[src/rtl/send_sched.sv]
// send_sched: grants the shared inter-PU copy link to one SEND requester and streams
// size words src->dest at one word/cycle. Define SEND_SCHED_RR_EN for round-robin arbitration.
module send_sched #(
  parameter int PU_NUM = 4,
  parameter int AW     = 8,
  parameter int DW     = 16,
  parameter int SW     = 8
) (
  input  logic                 clk,
  input  logic                 rst,
  input  logic [PU_NUM-1:0]    req,
  input  logic [PU_NUM*AW-1:0] addr,
  input  logic [PU_NUM*SW-1:0] size,
  input  logic [PU_NUM*4-1:0]  port,
  output logic [PU_NUM-1:0]    busy,
  output logic [PU_NUM-1:0]    ack,
  output logic                 err,
  output logic [PU_NUM-1:0]    rd_sel,
  output logic [AW-1:0]        rd_addr,
  input  logic [DW-1:0]        rd_data,
  output logic [PU_NUM-1:0]    wr_en,
  output logic [AW-1:0]        wr_addr,
  output logic [DW-1:0]        wr_data
);
  localparam int PW = $clog2(PU_NUM);
  localparam logic [PU_NUM-1:0] ONE = PU_NUM'(1);

  typedef enum logic [1:0] {IDLE, STREAM, DRAIN, DONE} state_t;

  state_t            state_q, state_d;
  logic [PW-1:0]     g_q, g_d, dest_q, dest_d;
  logic [SW-1:0]     cnt_q, cnt_d;
  logic [PU_NUM-1:0] busy_q, busy_d, ack_q, ack_d, rd_sel_q, rd_sel_d, wr_en_q, wr_en_d;
  logic              err_q, err_d;
  logic [AW-1:0]     rd_addr_q, rd_addr_d, wr_addr_q, wr_addr_d;

  logic              gnt_vld;
  logic [PW-1:0]     gnt;

`ifdef SEND_SCHED_RR_EN
  logic [PW-1:0] ptr_q, ptr_d;

  // Scan downward so the nearest requester after ptr_q is the last (winning) assignment.
  always_comb begin
    gnt_vld = 1'b0;
    gnt     = '0;
    for (int k = PU_NUM; k >= 1; k--) begin
      if (req[ptr_q + PW'(k)]) begin
        gnt_vld = 1'b1;
        gnt     = ptr_q + PW'(k);
      end
    end
    ptr_d = (state_q == IDLE && gnt_vld) ? gnt : ptr_q;
  end

  always_ff @(posedge clk) begin
    if (rst) ptr_q <= PW'(PU_NUM - 1);
    else     ptr_q <= ptr_d;
  end
`else
  always_comb begin
    gnt_vld = 1'b0;
    gnt     = '0;
    for (int k = PU_NUM - 1; k >= 0; k--) begin
      if (req[k]) begin
        gnt_vld = 1'b1;
        gnt     = PW'(k);
      end
    end
  end
`endif

  logic [AW-1:0] a_g;
  logic [SW-1:0] s_g;
  logic [3:0]    p_g;
  logic          bad_port;

  assign a_g      = addr[gnt*AW +: AW];
  assign s_g      = size[gnt*SW +: SW];
  assign p_g      = port[gnt*4 +: 4];
  assign bad_port = 32'(p_g) >= PU_NUM;

  always_comb begin
    state_d   = state_q;
    g_d       = g_q;
    dest_d    = dest_q;
    cnt_d     = cnt_q;
    busy_d    = busy_q;
    ack_d     = '0;
    err_d     = 1'b0;
    rd_sel_d  = rd_sel_q;
    rd_addr_d = rd_addr_q;
    // Every read issued last cycle becomes a write this cycle, in STREAM and DRAIN alike.
    wr_en_d   = (rd_sel_q != '0) ? (ONE << dest_q) : '0;
    wr_addr_d = rd_addr_q;
    case (state_q)
      IDLE: if (gnt_vld) begin
        g_d    = gnt;
        dest_d = PW'(p_g);
        busy_d = ONE << gnt;
        if (bad_port || s_g == '0) begin
          state_d = DONE;
          ack_d   = ONE << gnt;
          err_d   = bad_port;
        end else begin
          state_d   = STREAM;
          cnt_d     = s_g;
          rd_sel_d  = ONE << gnt;
          rd_addr_d = a_g;
        end
      end
      STREAM: begin
        if (cnt_q == SW'(1)) begin
          state_d  = DRAIN;
          rd_sel_d = '0;
        end else begin
          cnt_d     = cnt_q - SW'(1);
          rd_addr_d = rd_addr_q + AW'(1);
        end
      end
      DRAIN: begin
        state_d = DONE;
        ack_d   = ONE << g_q;
      end
      DONE: begin
        state_d = IDLE;
        busy_d  = '0;
      end
      default: state_d = IDLE;
    endcase
  end

  always_ff @(posedge clk) begin
    if (rst) begin
      state_q   <= IDLE;
      g_q       <= '0;
      dest_q    <= '0;
      cnt_q     <= '0;
      busy_q    <= '0;
      ack_q     <= '0;
      err_q     <= 1'b0;
      rd_sel_q  <= '0;
      rd_addr_q <= '0;
      wr_en_q   <= '0;
      wr_addr_q <= '0;
    end else begin
      state_q   <= state_d;
      g_q       <= g_d;
      dest_q    <= dest_d;
      cnt_q     <= cnt_d;
      busy_q    <= busy_d;
      ack_q     <= ack_d;
      err_q     <= err_d;
      rd_sel_q  <= rd_sel_d;
      rd_addr_q <= rd_addr_d;
      wr_en_q   <= wr_en_d;
      wr_addr_q <= wr_addr_d;
    end
  end

  assign busy    = busy_q;
  assign ack     = ack_q;
  assign err     = err_q;
  assign rd_sel  = rd_sel_q;
  assign rd_addr = rd_addr_q;
  assign wr_en   = wr_en_q;
  assign wr_addr = wr_addr_q;
  // Source memory returns data the cycle after the read, which is the write cycle.
  assign wr_data = (wr_en_q != '0) ? rd_data : '0;

endmodule

[config.mk]
export PLATFORM = sky130hd
export DESIGN_NAME = send_sched
export DESIGN_NICKNAME = d
export VERILOG_FILES = /design/src/rtl/send_sched.sv
export SDC_FILE = /design/constraint.sdc
export NUM_CORES = 1
export LEC_CHECK = 0
export ABC_AREA = 1
export CORE_MARGIN = 4
export CORE_UTILIZATION = 41
export DETAILED_ROUTE_END_ITERATION = 12
export GPL_TIMING_DRIVEN = 0
export PLACE_DENSITY_LB_ADDON = 0.08
export SLEW_MARGIN = 0
export SYNTH_ARGS = -nofsm -noshare
export SYNTH_HDL_FRONTEND = slang
export SYNTH_SLANG_ARGS = --single-unit
export TNS_END_PERCENT = 20
[constraint.sdc]
create_clock -name clk -period 2.85 [get_ports clk]
set_input_delay 0.7125 -clock clk [delete_from_list [all_inputs] [get_ports clk]]
set_output_delay 0.7125 -clock clk [all_outputs]
set_load 0.05 [all_outputs]
Word level (Yosys, flattened, before mapping). Cells that the tools add are included.

Register bits after elaboration: 47. Bits of input ports: 102. Logic and storage cells: 76.

$add $sub $neg: 2. Magnitude comparators: 1. Eq/ne operators: 8. Shift operators: 6. Multiplexer cells: 30. Bitwise operators: 4. Reductions and logical operators: 14.

Operators with widths (count): indexed part select 32 x 6 -> 8 bit (2); two-way mux 8 bit (6); case mux 8 bit (2 select lines) (2); two-way mux 4 bit (6); case mux 4 bit (2 select lines) (3); two-way mux 16 bit (1); indexed part select 16 x 5 -> 4 bit (1); two-way mux 2 bit (7); left shift 1 x 2 -> 4 bit, first input constant (3); adder 8 x 1 -> 8 bit, second input constant (1); == test 8 x 1 -> 1 bit, second input constant (1); logical NOT 8 bit (1); inequality test 2 bit, second input constant (4); case mux 2 bit (4 select lines) (1); AND reduction 4 bit (2); nonzero test 4 bit (2); subtractor 8 x 1 -> 8 bit, second input constant (1); AND reduction 2 bit (3); == test 2 bit, second input constant (2); greater-or-equal comparator 4 x 3 -> 1 bit, second input constant (1); two-way mux 1 bit (4); inverter 1 bit (4); nonzero test 2 bit (2); OR reduction 4 bit (1); 4 further kinds (4).

Logic depth before layout (Yosys ltp). Gate-level depths: netlist (run 1).

Depth after elaboration: 10. Gate-level depth with buffers: 16. Mapped depth without buffers: 16.

Worst setup path after synthesis (run 1). OpenSTA, ideal clock, no wires.

Kind: register -> output. From: register wr_en_q[1] (netlist: wr_en[1]). To: output port wr_data[10]. Arrival time: 1.779 ns. Data required time: 2.138 ns. Slack: 0.359 ns. Stages on the path, launching flop included: 4. Buffers on the path: 1. Cell sequence: dfxtp_1 nor4_1 clkbuf_1 nor2_1.

Longest elaborated chain between the ends: 2.

Ends and longest elaborated chain: start: declaration (RTL line 33) `logic [PU_NUM-1:0] busy_q, busy_d, ack_q, ack_d, rd_sel_q, rd_sel_d, wr_en_q, wr_en_d;`; start signal: assignment (RTL line 156) `wr_en_q <= wr_en_d;`; nonzero test 4 bit (RTL line 169) `assign wr_data = (wr_en_q != '0) ? rd_data : '0;`; two-way mux 16 bit (RTL line 169); end: declaration (RTL line 23) `output logic [DW-1:0] wr_data`.

No other way between the ends.

Final worst setup path (run 1).
From: input port rd_data[2]. To: output port wr_data[2].

Longest elaborated chain between the ends: 1.

Ends and longest elaborated chain: start: declaration (RTL line 20) `input logic [DW-1:0] rd_data,`; two-way mux 16 bit (RTL line 169).

No other way between the ends.

==> results.cfg, run 1 <==
[run_status]
result_of_the_run = finished clean

[synth]
synth_ff_type = dfxtp_1
synth_enable_flop_cells = 0
ys_seq_elements = 47
proportion_of_register_bits_with_asynchronous_set_or_reset_after_synthesis_pct = 0
synthesis.area_sq_um = 3129
synth_fp_nets = 622
share_of_the_yosys_chip_area_belonging_to_registers_pct = 30.07
post_synth_num_cell_types = 35
syn_area_per_cell_sq_um = 6.100
postSynthCellCount = 513
synthesis.yosys.warnings = 0

[route]
route.vias.total = 3750
met3WireLength_microns = 883
met2_wirelength_microns = 5258
wl_met1_microns = 4467
highest-signal-layer = met4
firstDrtPassIters = 4
vias_per_cell = 4.876
drt-initial-drc-count = 133
ant_nets = 0
post_drt_wl_per_cell_microns = 13.99
route.detailed.drc = 0
finalWirelength_microns = 10760

[cells_and_area]
syn2layout_area_growth_pct = 55.70
layout.cells.most_common_list = 135 x clkdlybuf4s50_1, 113 x nand2_1, 98 x nor2_1
fin_nets = 778
multi_input_area_sq_um = 1803
finalNonFillerCells = 769
fraction_of_final_layout_cells_with_drive_strength_greater_than_1_pct = 6.119
layout.area.seq_sq_um = 940.9
antennaDiodeCount = 0
layout.filler_cells = 691
mostFrequentLayoutCell = clkdlybuf4s50_1

[timing]
relSlewSlack_pct = 58.38
timing.final.hold_violations = 0
worst_slew_pin_slew_ns = 0.6243
timing.final.ws_setup_ns = 0.03755
hold-worst-slack_ns = 0.4708
timing.clock.skew_ns = 0.005587
setup_violation_total_in_the_final_timing_report = 0
maxClockFrequency_mhz = 355.6
rsz0062_at_grt = true
post-route-min-period_ns = 2.812
timing_max_transition_violations_final = 0
final_period_utilization_pct = 98.68

[placed_design]
preCtsSetupSlack_ns = -0.1493
place.detailed.hpwl_microns = 8555
placement.io_buffers = 149
numPlacedInstances = 761
routabilityCongestion = 0.8903

[clock_network]
clock_edge_transition_at_the_registers_on_the_reported_setup_and_hold_paths_ns = 0.09
clock_tree_from_tritoncts = built
cts_hold_buf = 0
clock_tree.buffer_depth = 2
htree_num_levels = 2
clk_latency_ns = 0.30
cts.sink_count = 47
clockRootBuffer = clkbuf_8
cts-buffers-inserted = 5

[pwr]
total_net_switching_power_w = 0.002499
peakVddDrop_v = 0.0005622
power_leakage_nw = 2.421
switching_share_pct = 53.77
power.internal_w = 0.002148
power_frac_seq_pct = 23.3
clockPowerShare_pct = 8.7
power_per_cell_area_nw_per_um2 = 953.7
power_frac_comb_pct = 68.0

[global_routing]
initial_antenna_violation_count = 0
grt.total_usage_pct = 23.69
grt.overflow.total = 0
grt_pass1_vias = 3521
first_pass_grt_wire_length_microns = 16990
grt_max_degree = 15

[min_path]
min_to = busy[1]
whs_path_depth = 2
worst_hold_path_type = reg2reg
timing.hold.worst.start = busy[1]

[worst_setup_path]
cpLargestDelayFamily = buffers and inverters
worst_ep_required_time_ns = 2.14
crit_path_max_incr_delay_ns = 0.81
crit_buf_inv = 3
r2r_end = cnt_q[7]
reg2reg_setup_slack_ns = 0.44
setup.worst_path.start_class = input pin
critical_path.cell_chain = clkdlybuf4s50_1 > inv_1 > nor2_1 > clkdlybuf4s50_1
end_kind = primary output
critical_path.reg2reg.startpoint = state_q[1]
r2r_cells = 11
critical_path.most_common_cell = clkdlybuf4s50_1
critPathKind = in2out
cp_max_fanout = 1
crit_path_top_delay_cell = clkdlybuf4s50_1
worst_ep_arrival_time_ns = 2.10

[floorplanning]
floorplan.die.height_microns = 95.37
design.die.area_sq_um = 9094
placement_rows = 31
design.core.area_sq_um = 7331
start_util_pct = 42.69
die_w_microns = 95.37
num_io_pins = 151

[job]
max_cap_violations = 0
-- routing by layer --
metal  vias to the layer above  GRT usage (%)
met1                      1688          30.21
met5                         -              0
met4                         0          6.010
met3                        14          5.209
met2                       122          40.35
li1                       1926              -
-- worst reg2reg max path, delay by kind of cell, from the launching register on --
family        cells  cell delay (ns)
buf+inv           5             1.31
simple gates      5             0.43
flops             1             0.39
fa+ha+maj         1             0.18
-- cell usage after synthesis (3+ instances only) --
library cell	number	area share, %
inv_1	77	9.2
nand3b_1	3	0.72
buf_2	4	0.64
nand3_1	48	7.7
o21ai_0	16	2.6
nand4_1	6	1.2
ha_1	7	2.8
a21oi_1	33	5.3
nand2_2	3	0.60
xor2_1	4	1.1
clkbuf_1	11	1.3
a221oi_1	5	1.4
dfxtp_1	47	30
nand2_1	114	14
nor2_2	5	1.0
nand3_2	8	2.6
buf_6	3	1.1
nor2_1	98	12
-- worst max-delay path by stage --
stage,startpoint,to,depth (start not counted)
after floorplan,wr_en[1],wr_data[10],3
after global placement,req[0],rd_addr[1],11
after detailed placement,wr_en[1],wr_data[11],4
after CTS,wr_en[1],wr_data[14],4
after global routing,req[0],cnt_q[0],11
final,rd_data[2],wr_data[2],4
-- sequential cells by signal, indices dropped and copies added, names as in the netlist --
name and flops:
cnt_q 8, dest_q 2, err 1, wr_en 4
ack 4, state_q 2, busy 4, g_q 2
wr_addr 8, rd_addr 8, rd_sel 4
-- kinds of logic after synthesis --
group,after synthesis,share of synthesized area [%]
simple gates,292,41.34
flops,47,30.07
xor+xnor,4,1.119
fa+ha+maj,7,2.799
compound gates,63,11.48
buf+inv,99,12.87
mux,1,0.3199
-- final cells by class --
cell class,count,share of cell area (%)
Multi-Input combinational cell,367,37.01
Timing Repair Buffer,149,31.10
Sequential cell,47,19.31
Inverter,80,6.163
Tap cell,99,2.542
Buffer,19,2.131
Clock buffer,6,1.489
Clock inverter,2,0.2568
-- power by group through the flow --
stage	clock [W]	sequential, W	combinational, W
floorplan	0	0.00152	0.00174
global placement	0	0.00108	0.00309
detailed placement	0	0.00109	0.00314
CTS	0.000413	0.00108	0.00316
global route	0.000442	0.00111	0.00347
finish	0.000404	0.00108	0.00316
-- what timing repair did --
| item | in CTS | in global routing |
|---|---|---|
| pin swaps | 0 | 1 |
| endpoints found under the setup margin | 16 | 24 |
| gates cloned | 0 | 0 |
| buffers inserted | 0 | 0 |
| resized for setup | 6 | 12 |
-- stage by stage --
stage / total power [W] / setup TNS, ns / cell area, sq um / util (%)
3_3_place_gp: 0.004170 / -2.904 / 4745 / 64.72
6_report: 0.004647 / 0 / 4872 / 66.46
4_1_cts: 0.004652 / 0 / 4842 / 66.05
5_1_grt: 0.005022 / -0.5880 / 4872 / 66.46
2_1_floorplan: 0.003259 / 0 / 3129 / -
3_5_place_dp: 0.004227 / -3.779 / 4745 / 64.72
Power figures use the tool's default switching activity.
==> inputs of run 2 (changes only) <==
Settings changed: CORE_MARGIN 4 to default, PLACE_DENSITY_LB_ADDON 0.08 to 0.15.
==> results.cfg, run 2 (synthesized netlist as in run 1, its figures left out) <==
[run_status]
result_of_the_run = finished clean

[pwr]
peakVddDrop_v = 0.0007675
power_frac_comb_pct = 66.9
clockPowerShare_pct = 9.8
power_per_cell_area_nw_per_um2 = 952.0
power.internal_w = 0.002184
total_net_switching_power_w = 0.002478
power_frac_seq_pct = 23.3
power_leakage_nw = 2.422
switching_share_pct = 53.16

[floorplanning]
design.die.area_sq_um = 7986
floorplan.die.height_microns = 89.37
design.core.area_sq_um = 7331
start_util_pct = 42.69
placement_rows = 31
die_w_microns = 89.37
num_io_pins = 151

[timing]
worst_slew_pin_slew_ns = 0.5678
timing_max_transition_violations_final = 0
timing.final.hold_violations = 0
fin_setup_tns_ns = 0
post-route-min-period_ns = 2.601
setup_violation_total_in_the_final_timing_report = 0
hold-worst-slack_ns = 0.4669
rsz0062_at_grt = false
final_period_utilization_pct = 91.27
relSlewSlack_pct = 62.15
maxClockFrequency_mhz = 384.4
timing.clock.skew_ns = 0.006787

[route]
firstDrtPassIters = 5
ant_nets = 0
drt-initial-drc-count = 228
post_drt_wl_per_cell_microns = 13.11
route.detailed.drc = 0
finalWirelength_microns = 10100
route.vias.total = 3810
vias_per_cell = 4.948

[worst_setup_path]
worst_ep_required_time_ns = 3.06
reg2reg_setup_slack_ns = 0.36
setup.worst_path.start_class = input pin
critical_path.cell_chain = clkdlybuf4s50_1 > nor2_4 > buf_4 > inv_1 > nor2_1 > nand2_1 > o21ai_0 > nor2_2 > buf_2 > nand3_2 > nand2_1 > nor2_1
cp_max_fanout = 10
r2r_end = cnt_q[3]
r2r_cells = 11
worst_ep_arrival_time_ns = 2.81
crit_path_top_delay_cell = clkdlybuf4s50_1
critical_path.reg2reg.startpoint = state_q[1]
crit_path_max_incr_delay_ns = 0.55
end_kind = flop
critPathKind = in2reg

[clock_network]
clk_latency_ns = 0.31
cts-buffers-inserted = 5
clock_tree.buffer_depth = 2
cts_hold_buf = 0
clock_tree_from_tritoncts = built
cts.sink_count = 47
clockRootBuffer = clkbuf_8
htree_num_levels = 2
clock_edge_transition_at_the_registers_on_the_reported_setup_and_hold_paths_ns = 0.09

[job]
max_cap_violations = 0

[cells_and_area]
syn2layout_area_growth_pct = 56.50
layout.area.seq_sq_um = 940.9
mostFrequentLayoutCell = clkdlybuf4s50_1
layout.filler_cells = 655
postLayoutCoreUtil_pct = 66.80
fraction_of_final_layout_cells_with_drive_strength_greater_than_1_pct = 6.557
antennaDiodeCount = 0
multi_input_area_sq_um = 1808
fin_nets = 779
layout.cells.most_common_list = 133 x clkdlybuf4s50_1, 113 x nand2_1, 98 x nor2_1

[placed_design]
placement.io_buffers = 149
routabilityCongestion = 0.8901
place.detailed.hpwl_microns = 7962

[global_routing]
initial_antenna_violation_count = 0
first_pass_grt_wire_length_microns = 15660
grt.overflow.total = 0
grt.total_usage_pct = 25.31
grt_pass1_vias = 3361
grt_max_degree = 15

[min_path]
worst_hold_path_type = reg2reg
timing.hold.worst.start = busy[0]
whs_path_depth = 2
min_to = busy[0]
==> run 2: cell count changes in the layout (fill, tap and decap cells not counted) <==
| cell | delta |
|---|---|
| dlygate4sd2_1 | +4 |
| nor2_2 | -1 |
| buf_2 | -1 |
| clkbuf_1 | -2 |
| clkinv_2 | -1 |
| clkbuf_4 | +1 |
| buf_4 | +1 |
| clkbuf_8 | +2 |
| clkdlybuf4s50_1 | -2 |
| clkbuf_2 | +1 |
| nor2_4 | +1 |
| dlymetal6s2s_1 | -2 |
==> run 2: critical path: cells and delay by family <==
family / cells / cell delay [ns]
compound gates: 1 / 0.16
buf+inv: 4 / 1.13
simple gates: 7 / 0.81
==> run 2: metal layers <==
metal / track usage [%] / up-vias / routed length [microns]
met3: 3.786 / 22 / 590
li1: - / 1927 / -
met2: 42.54 / 134 / 4900
met5: 0 / - / 0
met4: 7.937 / 0 / 204
met1: 33.37 / 1727 / 4401
==> run 2: power by group through the flow <==
stage	Combinational, W	Clock [W]	Sequential, W
after global placement	0.00307	0	0.00108
after detailed placement	0.00312	0	0.00109
after global routing	0.00341	0.000495	0.00111
after CTS	0.00311	0.000462	0.00108
final	0.00312	0.000455	0.00109
after floorplan	0.00174	0	0.00152
==> run 2: metrics by stage <==
stage | setup WS, ns | instance area [sq um] | power, W | std cells
after floorplan | 0.3585 | 3129 | 0.003259 | 513
after global placement | -0.1313 | 4745 | 0.004145 | 761
after detailed placement | -0.2003 | 4745 | 0.004201 | 761
after CTS | 0.004988 | 4856 | 0.004656 | 769
after global routing | 0.03191 | 4897 | 0.005022 | 770
final | 0.2487 | 4897 | 0.004662 | 770
==> run 2: timing repair <==
item                       4_1_cts  5_1_grt
hold endpoints to repair         0        0
buffers inserted                 0        1
setup endpoints to repair       16       25
pin swaps                        0        1
gates resized for setup         10       14
==> run 2: worst max-delay path by stage <==
stage | endpoint | slack [ns] | startpoint
2_1_floorplan | wr_data[10] | 0.36 | wr_en[1]
3_3_place_gp | cnt_q[4] | -0.13 | req[0]
3_5_place_dp | wr_data[13] | -0.20 | wr_en[1]
4_1_cts | wr_data[9] | 0.005 | wr_en[1]
5_1_grt | cnt_q[7] | 0.03 | req[0]
6_report | rd_addr[4] | 0.25 | req[0]
==> run 2: layout make-up <==
| class | instances | area share [%] |
|---|---|---|
| Multi-Input combinational cell | 367 | 36.92 |
| Timing Repair Buffer | 150 | 30.89 |
| Sequential cell | 47 | 19.21 |
| Inverter | 80 | 6.132 |
| Tap cell | 99 | 2.529 |
| Buffer | 19 | 2.197 |
| Clock buffer | 7 | 1.967 |
| Clock inverter | 1 | 0.1533 |
==> variant, RTL diff (settings of run 2) <==
Re-encode `state_t` (4 states) as Gray code, 2 bits wide.
--- a/src/rtl/send_sched.sv
+++ b/src/rtl/send_sched.sv
@@ -25,7 +25,7 @@
   localparam int PW = $clog2(PU_NUM);
   localparam logic [PU_NUM-1:0] ONE = PU_NUM'(1);
 
-  typedef enum logic [1:0] {IDLE, STREAM, DRAIN, DONE} state_t;
+  typedef enum logic [1:0] {IDLE = 2'b00, STREAM = 2'b01, DRAIN = 2'b11, DONE = 2'b10} state_t;
 
   state_t            state_q, state_d;
   logic [PW-1:0]     g_q, g_d, dest_q, dest_d;
Check against the original RTL: no difference found for any inputs over 10 cycles, from zero or initial values and one cycle with rst high; not proved beyond that.
==> variant against run 2 <==
Routed wire length hardly changed; combinational power is 21% lower; worst setup slack worse by 0.23 ns; sequential cell count stayed put; area after synthesis is 2.4% lower; total power is 17% lower; design area is 2.2% lower; critical path type is now in -> out; critical endpoint is now wr_data[4]; highest routed layer unchanged.
==> variant: results (changes against run 2) <==
stage,metric,value,unit,change
power_and_ir_drop,LEAKAGE,2.318,nW,-4.3%
grt,largest net degree at the start of global routing,15,,unchanged
detailed_routing,drt total wl,10090,um,about the same
synthesis,adder-cell share of the synthesized area,2.867,%,+0.068 points
placed_design,post-detailed-placement half-perimeter wirelength,8107,um,+1.8%
synthesis,Syn Nets,615,,-1.1%
cells_and_area,Nets,771,,-1.0%
synthesis,Synth Area in Compound Gates,11.47,%,about the same
synthesis,mean area per synthesized cell,6.038,sq um,-1.0%
cells_and_area,fill count,665,,+1.5%
synthesis,sequential area share after synthesis,30.79,%,+0.73 points
cells_and_area,layout cells sized above 1,4.827,%,-1.7 points
placed_design,count of buffers from port buffering,149,,unchanged
clocking,maximum clock insertion buffer count,2,,unchanged
synthesis,Yosys warning total,0,,unchanged
detailed_routing,Iter 0 DRT Violations,185,,-19%
placed_design,DP Worst Slack,-0.2999,ns,-0.09957 ns
critical_path,worst path arrival time,2.12,ns,-0.69 ns
cells_and_area,Inserted Diodes,0,,unchanged
detailed_routing,DR WL/cell,13.24,um,+1.0%
synthesis,post-synthesis mux area share,0,%,-0.32 points
placed_design,GP Congestion,0.8598,,-3.4%
placed_design,placed cell count,754,,-0.92%
critical_path,Crit path largest cell delay,0.81,ns,+0.26 ns
grt,vias in the first global route,3402,,+1.2%
detailed_routing,Via Count,3828,,+0.47%
synthesis,synth top area cells,"dfxtp_1, nand2_1, nor2_1",,
timing,Worst-Margin Slew,0.5858,ns,+0.01800 ns
synthesis,async set or reset register ratio after synthesis,0,%,unchanged
clocking,clock slew at reported path FFs,0.09,ns,about the same
run_status,run status,"complete, no violations",,
clocking,root cell of the clock tree,clkbuf_8,,
synthesis,Synth cell types,31,,-11%
critical_path,critical-path maximum fanout,1,,-9
synthesis,synth cell count leaders,"nand2_1, nor2_1, inv_1, nand3_1, dfxtp_1",,
grt,first-pass GRT wire length,15290,um,-2.3%
grt,Tot GR Track Use,25.20,%,-0.11 points
power_and_ir_drop,Max IR drop VDD,500.5,uV,-35%
clocking,H-Tree Level Count,2,,unchanged
synthesis,synthesized-area fraction occupied by xor and xnor cells,1.720,%,+0.60 points
timing,Clock Skews,0.003038,ns,-0.003749 ns
[variant: cells by family after synthesis]
group	after synthesis
simple gates	287
xor+xnor	6
flops	47
buf+inv	98
compound gates	61
fa+ha+maj	7
[variant: power by group]
part / internal [mW] / total, mW / leakage, nW / switching, mW
clock network: 0.199 / 0.429 / 0.0484 / 0.230
registers: 0.843 / 0.988 / 0.387 / 0.145
logic: 0.832 / 2.46 / 1.88 / 1.63
[variant: what timing repair did]
item / 4_1_cts / 5_1_grt
resized for setup: 13 / 10
endpoints found under the setup margin: 16 / 14
endpoints found under the hold margin: 0 / 0
[variant: final cells by class]
class,count,area (sq um),area share (%)
Clock buffer,7,86.33,1.803
Inverter,79,296.5,6.191
Buffer,19,103.9,2.168
Tap cell,99,123.9,2.586
Timing Repair Buffer,149,1488,31.06
Clock inverter,1,8.758,0.1829
Sequential cell,47,940.9,19.64
Multi-Input combinational cell,361,1742,36.36
[variant: path summary, 6_finish.rpt]
check / startpoint / to / slack [ns] / depth (start not counted)
worst min register to register: busy[2]$_SDFFE_PP0P_ / busy[2]$_SDFFE_PP0P_ / 0.47 / 2
worst max register to register: state_q[0]$_SDFFE_PP0P_ / cnt_q[7]$_SDFFE_PP0P_ / 0.47 / 9
worst min-delay path: busy[2]$_SDFFE_PP0P_ / busy[2]$_SDFFE_PP0P_ / 0.47 / 2
worst max-delay path: rd_data[4] / wr_data[4] / 0.02 / 4
[variant: per-stage QoR]
stage | instance area (sq um) | utilization (%)
detailed placement | 4671 | 64.74
global placement | 4671 | 64.74
finish | 4790 | 66.39
global route | 4790 | 66.39
CTS | 4767 | 66.08
floorplan | 3055 | -
[variant: worst min-delay path, cell delays in order (launching register included)]
cell	delay (ns)
dfxtp_1	0.32
nand2_1	0.06
a21oi_1	0.05
[variant: routing by layer]
| layer | part of all wire, % | GRT usage [%] | vias to the layer above | wire [um] |
|---|---|---|---|---|
| met2 | 51 | 47.48 | 144 | 5153 |
| met4 | 1.7 | 7.038 | 0 | 176 |
| met5 | 0 | 0 | - | 0 |
| met3 | 7.5 | 4.478 | 17 | 754 |
| li1 | - | - | 1907 | - |
| met1 | 40 | 28.97 | 1760 | 4007 |
